`src/rtl/vga_reg_panel.sv`:
```
// vga_reg_panel: renders NUM_CH frame-start snapshots of register channels as rows of bit cells,
// with per-channel change highlighting and a two-stage pixel pipeline. Optional macro VGA_REG_PANEL_BLINK_EN.
module vga_reg_panel #(
  parameter int          NUM_CH      = 6,
  parameter int          DATA_W      = 8,
  parameter logic [10:0] START_H     = 11'd50,
  parameter logic [10:0] START_V     = 11'd10,
  parameter int          ROW_PITCH   = 10,
  parameter int          BIT_W       = 8,
  parameter int          BIT_H       = 8,
  parameter int          HOLD_FRAMES = 30,
  parameter logic [2:0]  ON_COLOR    = 3'b100,
  parameter logic [2:0]  OFF_COLOR   = 3'b000,
  parameter logic [2:0]  GRID_COLOR  = 3'b010,
  parameter logic [2:0]  HL_COLOR    = 3'b110
) (
  input  logic                     clk,
  input  logic                     rst_n,
  input  logic [NUM_CH*DATA_W-1:0] data_in,
  input  logic                     frame_start,
  input  logic [10:0]              vga_h,
  input  logic [10:0]              vga_v,
  output logic [23:0]              pixel_out,
  output logic                     display_on
);
  localparam int CH_W = (NUM_CH > 1) ? $clog2(NUM_CH) : 1;
  localparam int BI_W = (DATA_W > 1) ? $clog2(DATA_W) : 1;
  localparam int HW   = (HOLD_FRAMES > 0) ? $clog2(HOLD_FRAMES + 1) : 1;
  localparam logic [HW-1:0] HOLD_INIT = HW'(HOLD_FRAMES);
  localparam int SH = int'(START_H);
  localparam int SV = int'(START_V);

  function automatic logic [23:0] expand_rgb(input logic [2:0] col);
    expand_rgb = {{8{col[2]}}, {8{col[1]}}, {8{col[0]}}};
  endfunction

  logic [DATA_W-1:0] shadow   [NUM_CH];
  logic [DATA_W-1:0] prev     [NUM_CH];
  logic [HW-1:0]     hold_cnt [NUM_CH];
  logic              primed;
  logic              chk_p1;
  logic [2:0]        hl_color;

  // Snapshot and change tracking; chk_p1 remembers whether the capture happened while primed.
  always_ff @(posedge clk or negedge rst_n) begin
    if (!rst_n) begin
      primed <= 1'b0;
      chk_p1 <= 1'b0;
      for (int c = 0; c < NUM_CH; c++) begin
        shadow[c]   <= '0;
        prev[c]     <= '0;
        hold_cnt[c] <= '0;
      end
    end else begin
      chk_p1 <= frame_start & primed;
      if (frame_start) primed <= 1'b1;
      for (int c = 0; c < NUM_CH; c++) begin
        if (frame_start) begin
          shadow[c] <= data_in[c*DATA_W +: DATA_W];
          prev[c]   <= shadow[c];
        end
        if (chk_p1 && (shadow[c] != prev[c]))
          hold_cnt[c] <= HOLD_INIT;
        else if (frame_start && (hold_cnt[c] != '0))
          hold_cnt[c] <= hold_cnt[c] - HW'(1);
      end
    end
  end

`ifdef VGA_REG_PANEL_BLINK_EN
  logic [3:0] frame_cnt;

  always_ff @(posedge clk or negedge rst_n) begin
    if (!rst_n)           frame_cnt <= 4'd0;
    else if (frame_start) frame_cnt <= frame_cnt + 4'd1;
  end

  assign hl_color = frame_cnt[3] ? ON_COLOR : HL_COLOR;
`else
  assign hl_color = HL_COLOR;
`endif

  int               h_i;
  int               v_i;
  logic             row_hit, col_hit, xgap, ygap;
  logic [CH_W-1:0]  ch_d;
  logic [BI_W-1:0]  bit_d;

  assign h_i = int'({21'd0, vga_h});
  assign v_i = int'({21'd0, vga_v});

  // Descending channel scan so the lowest overlapping row wins.
  always_comb begin
    row_hit = 1'b0;
    col_hit = 1'b0;
    xgap    = 1'b0;
    ygap    = 1'b0;
    ch_d    = '0;
    bit_d   = '0;
    for (int c = NUM_CH - 1; c >= 0; c--) begin
      if ((v_i >= SV + c*ROW_PITCH) && (v_i < SV + c*ROW_PITCH + BIT_H)) begin
        row_hit = 1'b1;
        ch_d    = CH_W'(c);
        ygap    = (v_i == SV + c*ROW_PITCH + BIT_H - 1);
      end
    end
    for (int k = 0; k < DATA_W; k++) begin
      if ((h_i >= SH + k*BIT_W) && (h_i < SH + (k+1)*BIT_W)) begin
        col_hit = 1'b1;
        bit_d   = BI_W'(DATA_W - 1 - k);
        xgap    = (h_i == SH + (k+1)*BIT_W - 1);
      end
    end
  end

  // ---- stage 1: cell decode ----
  logic             vld_p1, gap_p1;
  logic [CH_W-1:0]  ch_p1;
  logic [BI_W-1:0]  bit_p1;

  always_ff @(posedge clk or negedge rst_n) begin
    if (!rst_n) begin
      vld_p1 <= 1'b0;
      gap_p1 <= 1'b0;
      ch_p1  <= '0;
      bit_p1 <= '0;
    end else begin
      vld_p1 <= row_hit & col_hit;
      gap_p1 <= xgap | ygap;
      ch_p1  <= ch_d;
      bit_p1 <= bit_d;
    end
  end

  logic [DATA_W-1:0] word_sel;
  logic              hl_sel, bit_set;
  logic [2:0]        col_d;

  always_comb begin
    word_sel = '0;
    hl_sel   = 1'b0;
    bit_set  = 1'b0;
    col_d    = 3'b000;
    for (int c = 0; c < NUM_CH; c++) begin
      if (ch_p1 == CH_W'(c)) begin
        word_sel = shadow[c];
        hl_sel   = (hold_cnt[c] != '0);
      end
    end
    for (int b = 0; b < DATA_W; b++) begin
      if (bit_p1 == BI_W'(b)) bit_set = word_sel[b];
    end
    if (!vld_p1)               col_d = 3'b000;
    else if (gap_p1)           col_d = GRID_COLOR;
    else if (bit_set && hl_sel) col_d = hl_color;
    else if (bit_set)          col_d = ON_COLOR;
    else                       col_d = OFF_COLOR;
  end

  // ---- stage 2: colour output ----
  always_ff @(posedge clk or negedge rst_n) begin
    if (!rst_n) begin
      pixel_out  <= 24'h000000;
      display_on <= 1'b0;
    end else begin
      pixel_out  <= expand_rgb(col_d);
      display_on <= vld_p1;
    end
  end
endmodule
```
`config.mk`:
```
export PLATFORM = sky130hd
export DESIGN_NAME = vga_reg_panel
export DESIGN_NICKNAME = d
export VERILOG_FILES = /design/src/rtl/vga_reg_panel.sv
export SDC_FILE = /design/constraint.sdc
export NUM_CORES = 1
export LEC_CHECK = 0
export CAP_MARGIN = 20
export CORE_UTILIZATION = 52
export CTS_CLUSTER_SIZE = 30
export DETAILED_ROUTE_END_ITERATION = 10
export PLACE_DENSITY = 0.76
export SLEW_MARGIN = 20
export SYNTH_ARGS = -nofsm -noshare
export SYNTH_HDL_FRONTEND = slang
export SYNTH_SLANG_ARGS = --single-unit
```
`constraint.sdc`:
```
create_clock -name clk -period 3.1 [get_ports clk]
set_clock_uncertainty 0.05 [all_clocks]
set_input_delay 0.465 -clock clk [delete_from_list [all_inputs] [get_ports clk]]
set_output_delay 0.465 -clock clk [all_outputs]
set_load 0.02 [all_outputs]
```
## Word level (Yosys, flattened, before mapping)

Cells that the tools add are included.

- Memories: 0
- Word-level logic and storage cells: 214
- Output and inout bits: 25
- Register bits after elaboration: 154
- RAM bits: 0
- Latch bits: 0
- Memory bits (read-only): 0

- Shift-type cells: 0
- Divide/modulo/power cells: 0
- Bitwise logic cells: 3
- Multiply operators: 0
- Eq/ne operators: 32
- Add/subtract/negate cells: 6
- Reduce and logical (&&, ||, !) cells: 41
- Order comparisons: 28
- Multiplexer cells: 78

Operators by type and width:

| operator | number |
|---|---|
| $eq A11 B8 Y1 const B | 8 |
| $lt A11 B7 Y1 const B | 8 |
| $ge A11 B7 Y1 const B | 6 |
| $mux W5 | 12 |
| $ge A11 B6 Y1 const B | 5 |
| $mux W3 | 18 |
| $mux W8 | 6 |
| $ne A8 B8 Y1 | 6 |
| $eq A11 B7 Y1 const B | 4 |
| $lt A11 B6 Y1 const B | 4 |
| $mux W1 | 42 |
| $reduce_bool A5 Y1 | 6 |
| $sub A5 B1 Y5 const B | 6 |
| $logic_and A1 B1 Y1 | 27 |
| $eq A11 B6 Y1 const B | 2 |
| $ge A11 B5 Y1 const B | 2 |
| $lt A11 B5 Y1 const B | 2 |
| $eq A3 B3 Y1 const B | 6 |
| $eq A3 B2 Y1 const B | 4 |
| $reduce_bool A2 Y1 | 6 |
| $ge A11 B4 Y1 const B | 1 |
| $eq A3 B1 Y1 const B | 2 |
| $logic_not A3 Y1 | 2 |
| $and A1 B1 Y1 | 2 |
| $or A1 B1 Y1 | 1 |

## Longest topological paths before layout

- Word-level depth: 19
- Mapped depth: 8

## Least setup slack after synthesis

OpenSTA, ideal clock, no wires.

- Kind: in2reg
- Start: in vga_v[1]
- End: reg vld_p1
- Cell stages on the path: 5
- Required time: 2921 ps
- Path buffers: 1
- Setup time: 129 ps
- Path slack: 1386 ps
- Arrival: 1535 ps
- Cells stage by stage: clkbuf_1 maj3_1 a221o_1 a31oi_1 a211oi_1

- Cells in the longest elaborated chain, start to end: 9

Ends and longest elaborated chain:

| element | RTL line | text |
|---|---|---|
| start: declaration | 22 | `input logic [10:0] vga_v,` |
| $ge A11 B6 Y1 / $lt A11 B7 Y1 (equally long branches) | 101 | `if ((v_i >= SV + c*ROW_PITCH) && (v_i < SV + c*ROW_PITCH + BIT_H)) begin` |
| $logic_and A1 B1 Y1 | 101 |  |
| $mux W1 (5 in series) | 101 |  |
| $mux W1 (*) | 101 |  |
| $and A1 B1 Y1 (*) | 128 | `vld_p1 <= row_hit & col_hit;` |
| end signal: assignment | 128 |  |
| end: declaration | 117 | `logic vld_p1, gap_p1;` |

Mark *: on every way between the ends. The rest lies on a longest branch, timed or not.
A chain may end at the register's enable or synchronous reset.

## Final worst setup path

- Start: reg ch_p1[0]
- End: reg pixel_out[15]

- Cells in the longest elaborated chain, start to end: 19

Ends and longest elaborated chain:

| element | RTL line | text |
|---|---|---|
| start: declaration | 118 | `logic [CH_W-1:0] ch_p1;` |
| start signal: assignment | 130 | `ch_p1 <= ch_d;` |
| $logic_not A3 Y1 | 145 | `if (ch_p1 == CH_W'(c)) begin` |
| $mux W8 (6 in series) | 145 |  |
| $mux W1 (8 in series) | 151 | `if (bit_p1 == BI_W'(b)) bit_set = word_sel[b];` |
| $logic_and A1 B1 Y1 (*) | 155 | `else if (bit_set && hl_sel) col_d = hl_color;` |
| $mux W3 (*) | 155 |  |
| $mux W3 (*) | 154 | `else if (gap_p1) col_d = GRID_COLOR;` |
| $mux W3 (*) | 153 | `if (!vld_p1) col_d = 3'b000;` |
| named net col_d[1] | 137 | `logic [2:0] col_d;` |
| end signal: assignment | 166 | `pixel_out <= expand_rgb(col_d);` |
| end: declaration | 23 | `output logic [23:0] pixel_out,` |

Mark *: on every way through the listed nets, which the timed path passes. The rest lies on a longest branch.

==> reports/results.ini <==
[global_route]
gr-total-overflow = 0
antenna_found_initial = 0
grt_pass1_wl_um = 25100
track_usage_pct = 23.1
grt_pass1_vias = 5001
grt_max_degree = 85

[cts]
cts_made_buffers = 17
cts_resized = 0
root_buffer = clkbuf_16
clock_path_buffers = 2
cts_sinks = 139
clk_pin_slew_ps = 60
hold_buffers = 0
cts_tree = done
htreeDepth = 4
post_cts_buffers = 0
insertion_delay_ps = 420

[synthesis]
netlist.area_leader.share_pct = 48.2
synth_commonest_cells = dfrtp_1, mux2_2, xnor2_1
netlist_instances = 617
synth_area_per_cell_um2 = 11.7
ys_ff_latch = 139
yosysMostFrequentCell = dfrtp_1
synth-edff-count = 0
synth_top_cell_by_area = dfrtp_1
synthFlopType = dfrtp_1
synth_area_mm2 = 0.00721
ys_types = 56
synthTopCellsByArea = dfrtp_1, mux2_2, xnor2_1
async_flop_share_pct = 100
ys_seq_area_share_pct = 48.2
yosys_warnings = 0

[critical_path]
crit_chain = buf_4 > mux2_4 > o221a_1 > o221ai_1 > a21oi_1 > o211ai_2 > a31oi_1
critPathTopFamily = compound AO/OA/AOI/OAI gates
critPathMaxStageDelay_ps = 690
start_kind = register
r2r_cells = 7
critPathSlowestCell = dfrtp_1
required_ps = 3350
path_depth = 7
worst-path-max-fanout = 11
worst-setup-path-type = register to register
worstSetupEndpointType = register
crit_buf_inv = 1
crit_arrival_ps = 2490

[sta]
min_period_over_period_pct = 72.4
fmax_mhz = 445
finalCriticalPeriod_ps = 2250
relSlewSlack_pct = 47.9
rsz0062_at_grt = false
slew_violations = 0
finalHoldViolations = 0
setup_viol = 0
fin_tns_setup_ps = 0
worstMarginPinSlew_ps = 782
fin_ws_ps = 855

[pwr]
swShare_pct = 24.4
total_power_mw = 4.89
p_switching_mw = 1.19
vdd_drop_max_mv = 0.417
power_density_mw_per_mm2 = 561
pwr-share-seq_pct = 44.9
leakagePower_nw = 3.35
p_clk_share_pct = 40.8
p_int_mw = 3.69
combPwrFrac_pct = 14.4

[drt]
drtIter0Drc = 222
avgRoutedWirePerCell_um = 17.3
drcViolationCount = 0
num_vias = 4842
drt-total-wl_um = 15200
firstDrtPassIters = 4
ant_nets = 0
vias_per_cell = 5.49

[final_layout]
diodes = 0
post_route_cells_drive_above_1_share_pct = 20.7
syn2layout_area_growth_pct = 20.9
num-nets-final = 779
fillCellCount = 1044

[placement]
io_buffers = 89
pre_cts_ws_ps = 621
dp_hpwl_um = 10800
gp_congestion = 0.845

[floorplan]
rows = 42
die_area_mm2 = 0.0143
dieHeight_um = 120
io_pins = 98
core-area_mm2 = 0.0134
start_util_pct = 53.8
fp.dieW_um = 120

[run]
maxCapViolCount = 0

[run_status]
status = completed

[hold_path]
hold_class = input pin to asynchronous set/reset pin

-- power groups by stage --
stage | clock, mW | combinational, mW | sequential, mW
after floorplan | 0 | 0.491 | 2.16
after global placement | 0 | 0.672 | 2.20
after detailed placement | 0 | 0.700 | 2.22
after CTS | 2.02 | 0.712 | 2.19
after global routing | 2.11 | 0.775 | 2.22
final | 1.99 | 0.702 | 2.19
-- layout by cell type (no fill, tap or decap), types with 3 or more instances in the layout --
cell type	synthesis	final
clkbuf_16	0	17
clkinv_2	0	4
o22ai_1	3	3
nor4b_1	7	7
o211ai_1	10	10
nand4_1	13	13
buf_4	23	5
nor2_1	26	26
nand3_1	3	3
nand2b_1	10	10
and2_1	8	8
nand3b_1	5	5
a21oi_1	6	6
o221ai_1	5	5
nor4_1	12	12
mux2i_1	13	13
conb_1	1	8
mux4_2	3	3
nand2_1	38	38
mux2_2	99	99
clkdlybuf4s50_1	0	87
dfrtp_1	139	139
inv_1	22	22
or3_1	3	3
ha_1	12	12
clkbuf_8	0	5
xor2_1	5	5
nor3_1	10	10
a31oi_1	7	7
xnor2_1	70	70
o21ai_0	13	13
nor3b_1	3	3
-- routing by layer --
| layer | GRT usage (%) | routed length, µm | vias to the layer above |
|---|---|---|---|
| li1 | - | - | 2291 |
| met1 | 28.9 | 6840 | 2420 |
| met2 | 39.2 | 7670 | 114 |
| met3 | 4.75 | 472 | 17 |
| met4 | 8.98 | 255 | 0 |
| met5 | 0 | 0 | - |
-- path summary, 6_finish.rpt --
path                       slack, ps                  endpoint               start
min                               50   hold_cnt[1]$_DFFE_PN0P_               rst_n
max                              850   pixel_out[15]$_DFF_PN0_  ch_p1[0]$_DFF_PN0_
max reg2reg                      850   pixel_out[15]$_DFF_PN0_  ch_p1[0]$_DFF_PN0_
min in group clk                 370      display_on$_DFF_PN0_    vld_p1$_DFF_PN0_
max in group asynchronous       2230  hold_cnt[11]$_DFFE_PN0P_               rst_n
min reg2reg                      370      display_on$_DFF_PN0_    vld_p1$_DFF_PN0_
-- final cells by class --
cell class | count | area [µm²] | area share, %
clock buffer | 24 | 502 | 5.76
clock inverter | 7 | 87.6 | 1.01
inverter | 22 | 82.6 | 0.948
multi-input combinational | 419 | 3380 | 38.8
sequential | 139 | 3480 | 39.9
tap | 176 | 220 | 2.53
timing repair buffer | 95 | 960 | 11.0
-- cell families (layout without fill, tap and decap cells) --
logic type,count (synthesis),in the layout,share of synthesized area [%]
flops,139,139,48.2
xor+xnor,75,75,9.11
mux,116,116,18.4
simple gates,148,148,10.9
other cells,1,8,0.0520
fa+ha+maj,13,13,2.22
compound gates,59,59,5.83
buf+inv,66,148,5.19
-- stage by stage --
step	area, µm²	std cells	util (%)	hold slack (ps)
final	8710	882	65.0	51.3
after global routing	8710	882	65.0	95.1
after CTS	8710	882	65.0	86.0
after detailed placement	8120	851	60.6	354
after global placement	8120	851	60.6	347
after floorplan	7240	624	-	119
-- sequential cells by signal, indices dropped and copies added (netlist names) --
name	flops
prev	48
shadow	48
hold_cnt	30
bit_p1	3
ch_p1	3
pixel_out	2
chk_p1	1
display_on	1
gap_p1	1
primed	1
vld_p1	1
(Power assumes the default switching activity.)
